$ cat config.mk
export PLATFORM = sky130hd
export DESIGN_NAME = task_dispatch_unit
export DESIGN_NICKNAME = d
export VERILOG_FILES = /design/src/rtl/task_dispatch_unit_pkg.sv /design/src/rtl/task_dispatch_unit_rr_arbiter.sv /design/src/rtl/task_dispatch_unit.sv
export SDC_FILE = /design/constraint.sdc
export NUM_CORES = 1
export LEC_CHECK = 0
export BUFFER_PORTS_ARGS = -buffer_cell sky130_fd_sc_hd__buf_2
export CAP_MARGIN = 10
export CORE_MARGIN = 2
export CORE_UTILIZATION = 30
export CTS_CLUSTER_DIAMETER = 80
export DETAILED_ROUTE_END_ITERATION = 10
export GPL_ROUTABILITY_DRIVEN = 0
export GPL_TIMING_DRIVEN = 0
export PLACE_DENSITY = 0.41
export SYNTH_ARGS = -nofsm -noshare
export SYNTH_HDL_FRONTEND = slang
export SYNTH_SLANG_ARGS = --single-unit
$ cat constraint.sdc
create_clock -name clk -period 5 [get_ports clk]
set_input_delay 0.25 -clock clk [delete_from_list [all_inputs] [get_ports clk]]
set_output_delay 0.25 -clock clk [all_outputs]
set_load 0.02 [all_outputs]
$ cat src/rtl/task_dispatch_unit_pkg.sv
// Shared types and constants for the tile's task dispatch path.
package task_dispatch_unit_pkg;

  localparam int unsigned N_THREADS = 8;
  localparam int unsigned THREAD_W  = $clog2(N_THREADS);
  localparam int unsigned CQ_SLOT_W = 6;
  localparam int unsigned TTYPE_W   = 8;
  localparam int unsigned TARGS_W   = 24;
  localparam int unsigned N_TILES   = 4;
  localparam int unsigned STAT_W    = 32;

  // Per-tile enable for serializer/dispatcher statistics.
  localparam logic [N_TILES-1:0] SERIALIZER_LOGGING = {N_TILES{1'b1}};

  typedef logic [THREAD_W-1:0]  thread_id_t;
  typedef logic [CQ_SLOT_W-1:0] cq_slice_slot_t;

  typedef struct packed {
    logic [TTYPE_W-1:0] ttype;
    logic [TARGS_W-1:0] args;
  } task_t;

  typedef enum logic [1:0] {
    IDLE = 2'd0,
    PEND = 2'd1,
    RUN  = 2'd2,
    FIN  = 2'd3
  } thr_state_t;

endpackage

$ cat src/rtl/task_dispatch_unit_rr_arbiter.sv
// Round-robin arbiter; the search pointer moves past the grant only when advance is strobed.
module rr_arbiter #(
  parameter int unsigned N = 4
) (
  input  logic                 clk,
  input  logic                 rstn,
  input  logic [N-1:0]         req,
  input  logic                 advance,
  output logic [$clog2(N)-1:0] grant_idx_c,
  output logic                 grant_valid_c
);

  localparam int unsigned IW = $clog2(N);

  logic [IW-1:0] ptr_q, ptr_d, idx;

  // First requester at or after the pointer, wrapping modulo N.
  always_comb begin
    grant_valid_c = 1'b0;
    grant_idx_c   = '0;
    idx           = '0;
    for (int unsigned i = 0; i < N; i++) begin
      idx = ptr_q + IW'(i);
      if (!grant_valid_c && req[idx]) begin
        grant_valid_c = 1'b1;
        grant_idx_c   = idx;
      end
    end
  end

  always_comb begin
    ptr_d = ptr_q;
    if (advance && grant_valid_c) begin
      ptr_d = grant_idx_c + IW'(1);
    end
  end

  always_ff @(posedge clk or negedge rstn) begin
    if (!rstn) begin
      ptr_q <= '0;
    end else begin
      ptr_q <= ptr_d;
    end
  end

endmodule

$ cat src/rtl/task_dispatch_unit.sv
// Core-side dispatcher: buffers one task per thread, starts them round-robin, reports finishes, unlocks threads.
// Optional statistics counters are enabled by defining TASK_DISPATCH_STATS_EN.
module task_dispatch_unit
  import task_dispatch_unit_pkg::*;
#(
  parameter int unsigned TILE_ID = 0,
  parameter int unsigned N_THR   = N_THREADS
) (
  input  logic                  clk,
  input  logic                  rstn,
  input  logic                  s_valid,
  output logic                  s_ready,
  input  task_t                 s_rdata,
  input  cq_slice_slot_t        s_cq_slot,
  input  thread_id_t            s_thread,
  output logic                  start_valid,
  input  logic                  start_ready,
  output task_t                 start_task,
  output thread_id_t            start_thread,
  input  logic                  done_valid,
  output logic                  done_ready,
  input  thread_id_t            done_thread,
  output logic                  finish_valid,
  input  logic                  finish_ready,
  output cq_slice_slot_t        finish_cq_slot,
  output logic                  unlock_valid,
  output thread_id_t            unlock_thread,
  output logic                  proto_err
`ifdef TASK_DISPATCH_STATS_EN
  ,
  output logic [STAT_W-1:0]     stat_started,
  output logic [STAT_W-1:0]     stat_finished,
  output logic [STAT_W-1:0]     stat_busy_cycles
`endif
);

  if (N_THR < 2 || (N_THR & (N_THR - 1)) != 0 || N_THR != N_THREADS || TILE_ID >= N_TILES) begin : g_cfg_check
    $error("task_dispatch_unit: unsupported N_THR or TILE_ID");
  end

  thr_state_t     thr_state_q [N_THR];
  thr_state_t     thr_state_d [N_THR];
  task_t          task_q      [N_THR];
  task_t          task_d      [N_THR];
  cq_slice_slot_t slot_q      [N_THR];
  cq_slice_slot_t slot_d      [N_THR];

  logic           finish_valid_q, finish_valid_d;
  thread_id_t     fin_thread_q, fin_thread_d;
  cq_slice_slot_t finish_slot_q, finish_slot_d;
  logic           unlock_valid_q, unlock_valid_d;
  thread_id_t     unlock_thread_q, unlock_thread_d;
  logic           proto_err_q, proto_err_d;

  logic [N_THR-1:0] pend_req;
  thread_id_t       grant_idx;
  logic             grant_valid;

  always_comb begin
    pend_req = '0;
    for (int unsigned i = 0; i < N_THR; i++) begin
      pend_req[i] = (thr_state_q[i] == PEND);
    end
  end

  rr_arbiter #(.N(N_THR)) u_arb (
    .clk           (clk),
    .rstn          (rstn),
    .req           (pend_req),
    .advance       (start_ready),
    .grant_idx_c   (grant_idx),
    .grant_valid_c (grant_valid)
  );

  assign s_ready        = (thr_state_q[s_thread] == IDLE);
  assign start_valid    = grant_valid;
  assign start_thread   = grant_idx;
  assign start_task     = task_q[grant_idx];
  assign done_ready     = !finish_valid_q;
  assign finish_valid   = finish_valid_q;
  assign finish_cq_slot = finish_slot_q;
  assign unlock_valid   = unlock_valid_q;
  assign unlock_thread  = unlock_thread_q;
  assign proto_err      = proto_err_q;

  // Each handshake touches a different thread, so all four can apply in one cycle.
  always_comb begin
    thr_state_d     = thr_state_q;
    task_d          = task_q;
    slot_d          = slot_q;
    finish_valid_d  = finish_valid_q;
    fin_thread_d    = fin_thread_q;
    finish_slot_d   = finish_slot_q;
    unlock_valid_d  = 1'b0;
    unlock_thread_d = unlock_thread_q;
    proto_err_d     = proto_err_q;

    if (s_valid && s_ready) begin
      thr_state_d[s_thread] = PEND;
      task_d[s_thread]      = s_rdata;
      slot_d[s_thread]      = s_cq_slot;
    end

    if (grant_valid && start_ready) begin
      thr_state_d[grant_idx] = RUN;
    end

    if (done_valid && done_ready) begin
      if (thr_state_q[done_thread] == RUN) begin
        thr_state_d[done_thread] = FIN;
        finish_valid_d           = 1'b1;
        fin_thread_d             = done_thread;
        finish_slot_d            = slot_q[done_thread];
      end else begin
        proto_err_d = 1'b1;
      end
    end

    if (finish_valid_q && finish_ready) begin
      thr_state_d[fin_thread_q] = IDLE;
      finish_valid_d            = 1'b0;
      unlock_valid_d            = 1'b1;
      unlock_thread_d           = fin_thread_q;
    end
  end

  always_ff @(posedge clk or negedge rstn) begin
    if (!rstn) begin
      thr_state_q     <= '{default: IDLE};
      task_q          <= '{default: '0};
      slot_q          <= '{default: '0};
      finish_valid_q  <= 1'b0;
      fin_thread_q    <= '0;
      finish_slot_q   <= '0;
      unlock_valid_q  <= 1'b0;
      unlock_thread_q <= '0;
      proto_err_q     <= 1'b0;
    end else begin
      thr_state_q     <= thr_state_d;
      task_q          <= task_d;
      slot_q          <= slot_d;
      finish_valid_q  <= finish_valid_d;
      fin_thread_q    <= fin_thread_d;
      finish_slot_q   <= finish_slot_d;
      unlock_valid_q  <= unlock_valid_d;
      unlock_thread_q <= unlock_thread_d;
      proto_err_q     <= proto_err_d;
    end
  end

`ifdef TASK_DISPATCH_STATS_EN
  localparam logic LOG_EN = SERIALIZER_LOGGING[TILE_ID];

  logic [STAT_W-1:0] started_q, started_d;
  logic [STAT_W-1:0] finished_q, finished_d;
  logic [STAT_W-1:0] busy_q, busy_d;
  logic              any_run;

  // Counters wrap naturally at 2^32.
  always_comb begin
    any_run = 1'b0;
    for (int unsigned i = 0; i < N_THR; i++) begin
      if (thr_state_q[i] == RUN) begin
        any_run = 1'b1;
      end
    end
    started_d  = started_q;
    finished_d = finished_q;
    busy_d     = busy_q;
    if (LOG_EN) begin
      if (grant_valid && start_ready) begin
        started_d = started_q + STAT_W'(1);
      end
      if (finish_valid_q && finish_ready) begin
        finished_d = finished_q + STAT_W'(1);
      end
      if (any_run) begin
        busy_d = busy_q + STAT_W'(1);
      end
    end
  end

  always_ff @(posedge clk or negedge rstn) begin
    if (!rstn) begin
      started_q  <= '0;
      finished_q <= '0;
      busy_q     <= '0;
    end else begin
      started_q  <= started_d;
      finished_q <= finished_d;
      busy_q     <= busy_d;
    end
  end

  assign stat_started     = started_q;
  assign stat_finished    = finished_q;
  assign stat_busy_cycles = busy_q;
`endif

endmodule

# ---- After elaboration in Yosys (flattened, before gate mapping)
# Cells that the tools add are included.
dict set report word_totals {
  register_bits 338
  inputBits 50
  out_inout_bits 50
  word_cells 182
}
dict set report classes {
  n_addsub 8
  n_lt_le_gt_ge 16
  eq_ne 9
  muxes 67
  bitwise_logic 14
  n_reduce_logical 29
}
# cell n
set op_table {}
lappend op_table {{$bwmux W256} 1}
lappend op_table {{$bmux W32 S3} 1}
lappend op_table {{$demux W32 S3} 1}
lappend op_table {{$mux W32} 3}
lappend op_table {{$mux W16} 5}
lappend op_table {{$bwmux W48} 1}
lappend op_table {{$lt A3 B4 Y1 const B} 8}
lappend op_table {{$bmux W1 S3} 8}
lappend op_table {{$demux W2 S3} 4}
lappend op_table {{$mux W3} 8}
lappend op_table {{$mux W1} 20}
lappend op_table {{$bmux W6 S3} 1}
lappend op_table {{$demux W6 S3} 1}
lappend op_table {{$mux W6} 3}
lappend op_table {{$and A16 B16 Y16} 1}
lappend op_table {{$and A8 B8 Y8} 2}
lappend op_table {{$eq A2 B1 Y1 const B} 8}
lappend op_table {{$ge A4 B4 Y1 const B} 4}
lappend op_table {{$lt A4 B1 Y1 const B} 4}
lappend op_table {{$mux W2} 8}
lappend op_table {{$not A16 Y16} 1}
lappend op_table {{$not A3 Y4} 4}
lappend op_table {{$not A8 Y8} 2}
lappend op_table {{$or A16 B16 Y16} 1}
lappend op_table {{other kinds (12)} 43}

# ---- Logic depth before layout (Yosys ltp)
dict set report logic_depth {
  ltp_word 38
  mapped_depth 16
  ltp_nobuf 11
}

# ---- Modules after synthesis
# From an unflattened synthesis, not the netlist that was laid out.
dict set report hier_totals {
  cells_unflattened 1063
  area_unflattened_um2 16330.7
}
# module n_inst cells_per_inst area_each_um2 seq_area_each_um2
set modules_own_cells {}
lappend modules_own_cells {task_dispatch_unit 1 952 15234.6 8383.0}
lappend modules_own_cells {rr_arbiter 1 111 1096.1 75.1}

# ---- Worst setup path after synthesis
# Ideal clock, no wire load.
dict set report synth_timing {
  path_kind {register -> output}
  startpoint {register u_arb.ptr_q[1]}
  endpoint {output start_task[0] in the netlist's numbering}
  arrival_ps 3648
  required_time_ps 4750
  path_slack_ps 1102
  stages_incl_launch_ff 15
  path_buffers 3
  cell_sequence {dfrtp_1 clkbuf_1 inv_1 buf_1 ha_1 xor2_1 mux4_2 and2_1 and3_1 o21a_2 inv_4 buf_2 nand2_1 a32o_1 a221oi_1}
}
# item line_no
set synth_rtl {}
lappend synth_rtl {{from (decl)} task_dispatch_unit_rr_arbiter.sv:15} ;# logic [IW-1:0] ptr_q, ptr_d, idx;
lappend synth_rtl {{from (signal assigned)} task_dispatch_unit_rr_arbiter.sv:42} ;# ptr_q <= ptr_d;
lappend synth_rtl {{to (decl)} task_dispatch_unit.sv:18} ;# output task_t start_task,

==> results.toml <==
[job]
cap_violations = 0

[layout]
syn_to_final_growth_pct = 18.5
final_nets = 1424
drive_gt1_frac = 0.431
seqCellArea_sq_mm = 0.00846
multiInputGateArea_sq_mm = 0.00771
layoutNonFillerInstCount = 2107
final_cell_mix = "338 x dfrtp_1, 313 x mux2_2, 120 x mux2i_1"
layout_commonest_cell = "dfrtp_1"
nFillCells = 5349

[timing]
drv_slew = 0
setup_viol = 0
worstMarginPinSlew_ps = 1040
hold_viol_final = 0
grt_setup_unrepaired = "false"
relSlewSlack = 0.307
finClkSkew_ps = 16.8
fin_crit_sh = 0.952
fin_crit_ps = 4760
fmax_mhz = 210

[min_path]
hp-class = "input port to flop"
min-delay-start = "s_rdata[5]"
worstHoldPathCells = 2
whs_endpoint = "task_q[69]$_DFFE_PN0P_"

[synth]
yosys.area_share.xor_xnor = 0.00212
synthesis.nets = 1273
synthDistinctLibCells = 72
synth_top_family_by_area = "multiplexers"
synth_compound_area_frac = 0.0844
synth_edf_count = 0
synth_mux_area_frac = 0.318
synth_adder_area_share = 0.00151
synthArstFlopShare = 1.00
syn_area_sq_mm = 0.0165
synth.avg_cell_area_sq_um = 13.5
synth_warnings = 0
synthCells = 1221
yosys_most_used_dff = "dfrtp_1"
seq_area_frac_synth = 0.512
synthSimpleGateAreaFrac = 0.0554
yosys_register_bits = 338

[global_routing]
met1_usage = 0.230
grtUsageMet3 = 0.0301
grt_max_degree = 108
antenna_found_initial = 3
grt_pass1_wl_um = 72700
grt_pass1_vias = 11400
met2_usage = 0.278
overflow = 0
top_usage_layer = "met2"
track_usage = 0.169

[worst_setup_path]
arrival_ps = 4510
ff2ff_path_depth = 9
crit_type = "flop to output port"
end_kind = "output port"
cp_data_required_time_ps = 4750
worst_setup_path_start_kind = "flop"
cp_max_fo = 10
reg2reg_from = "thr_state_q[3]$_DFF_PN0_"
worstReg2RegEnd = "task_q[221]$_DFFE_PN0P_"
rrSetupSlack_ps = 810

[run_status]
outcome = "finished, final reports clean"

[floorplanning]
start_util = 0.302
fp.dieW_um = 239
dieArea_sq_mm = 0.0570
ios = 100
placementRows = 86
core_area_sq_mm = 0.0548
chipHeight_um = 239

[placement]
port_buffers = 96
dp.cells = 2024
place_hpwl_um = 31700

[clock_tree]
clk_pin_slew_ps = 50
h-tree-depth = 2
cts_tree = "done"
cts_sinks = 338
clock_latency_ps = 550
numCtsBuffers = 42
cts_max_path_buffers = 3
cts-root-buf = "clkbuf_16"

[drt]
vias = 10800
drtPass1Iterations = 5
wl_um = 47400
wl_per_cell_um = 22.5
post-route-drc-count = 0
drtIter0Drc = 685
viasPerCell = 5.14
postRouteAntennaNets = 0
-- Yosys cell counts, types with 3 or more instances --
cell type	n	area (sq um)
a21oi_1	17	85.1
buf_4	11	82.6
o22ai_1	13	81.3
nand4b_1	3	26.3
o22a_1	3	26.3
inv_1	10	37.5
mux2i_1	121	1210
buf_6	3	33.8
nand2_1	83	312
a41oi_1	3	26.3
or4bb_1	3	33.8
a221oi_1	5	43.8
a32o_1	32	320
buf_2	27	135
clkbuf_1	26	97.6
mux2_2	313	3520
nor3_1	10	50.1
nand4_1	3	18.8
nand2b_1	5	31.3
o32ai_1	5	43.8
o21ai_0	10	50.1
nor2b_1	11	68.8
o21a_1	4	30.0
nor2_1	27	101
o211ai_1	4	30.0
mux4_2	23	518
buf_1	12	45.0
dfrtp_1	338	8460
and2_1	3	18.8
a21oi_2	3	26.3
nor3b_1	4	30.0
a221oi_2	30	450
nand3_1	7	35.0
-- state kept, by name (all words and copies together), names as in the netlist --
name            flops
unlock_valid        1
proto_err           1
finish_cq_slot      6
unlock_thread       3
u_arb.ptr_q         3
thr_state_q        16
slot_q             48
finish_valid        1
fin_thread_q        3
task_q            256
-- layer usage --
layer  up-vias  share of wire
met5         -        0.00070
met4         4          0.022
met3        72          0.037
met2       184           0.47
met1      5674           0.47
li1       4891              -
-- critical path: stages (launching register included) --
cell and delay (ps):
dfrtp_1 350, clkbuf_4 220, inv_2 80, buf_4 190
ha_1 360, buf_2 260, mux4_2 420, mux2i_2 240
o31ai_1 100, nand3_1 120, o21a_2 220, buf_4 250
clkbuf_4 290, nand2_1 80, a32o_1 280, a221oi_4 260
buf_2 230
-- metrics by stage --
step                hold WS, ps  TNS (ps)  cell area [sq um]  utilization  setup slack [ps]
finish                     42.6         0              19600        0.357               241
detailed placement          205     -2370              18000        0.328              -131
CTS                        3.95         0              19500        0.356              19.2
global placement            449  -1125350              17900        0.327             -3370
floorplan                 -45.6         0              16500            -              1100
global route               22.1         0              19600        0.357              17.4
-- logic make-up (layout without fill, tap and decap cells) --
family          after synthesis  count (layout)
simple gates                181             181
fa+ha+maj                     2               2
buf+inv                      92             273
compound gates              147             147
other cells                   0               1
flops                       338             338
xor+xnor                      4               4
mux                         457             457
-- cell type report --
type                       instances  share of cell area
multi-input combinational        791               0.394
sequential                       338               0.432
buffer                            78              0.0219
inverter                          13             0.00262
clock buffer                      67              0.0674
clock inverter                     7             0.00339
timing repair buffer             108              0.0337
antenna                            1            0.000128
tap                              704              0.0450
-- worst max-delay path by stage --
stage	slack, ps	cells past startpoint	end	from
2_1_floorplan	1100	14	start_task[0]	u_arb.ptr_q[1]$_DFFE_PN0N_
3_3_place_gp	-3370	1	task_q[185]$_DFFE_PN0P_	rstn
3_5_place_dp	-130	15	start_task[15]	u_arb.ptr_q[1]$_DFFE_PN0N_
4_1_cts	20	16	start_task[30]	u_arb.ptr_q[1]$_DFFE_PN0N_
5_1_grt	20	13	start_task[15]	u_arb.ptr_q[0]$_DFFE_PN0N_
6_report	240	16	start_task[23]	u_arb.ptr_q[1]$_DFFE_PN0N_
-- repair_timing --
action	4_1_cts	5_1_grt
pin swaps	1	2
hold endpoints to repair	62	0
hold buffers	6	0
setup buffers	3	0
resized for setup	19	20
setup endpoints to repair	32	32
Power is not shown: default switching activity piles up to over one toggle a cycle in this logic, so the estimate is an artifact.
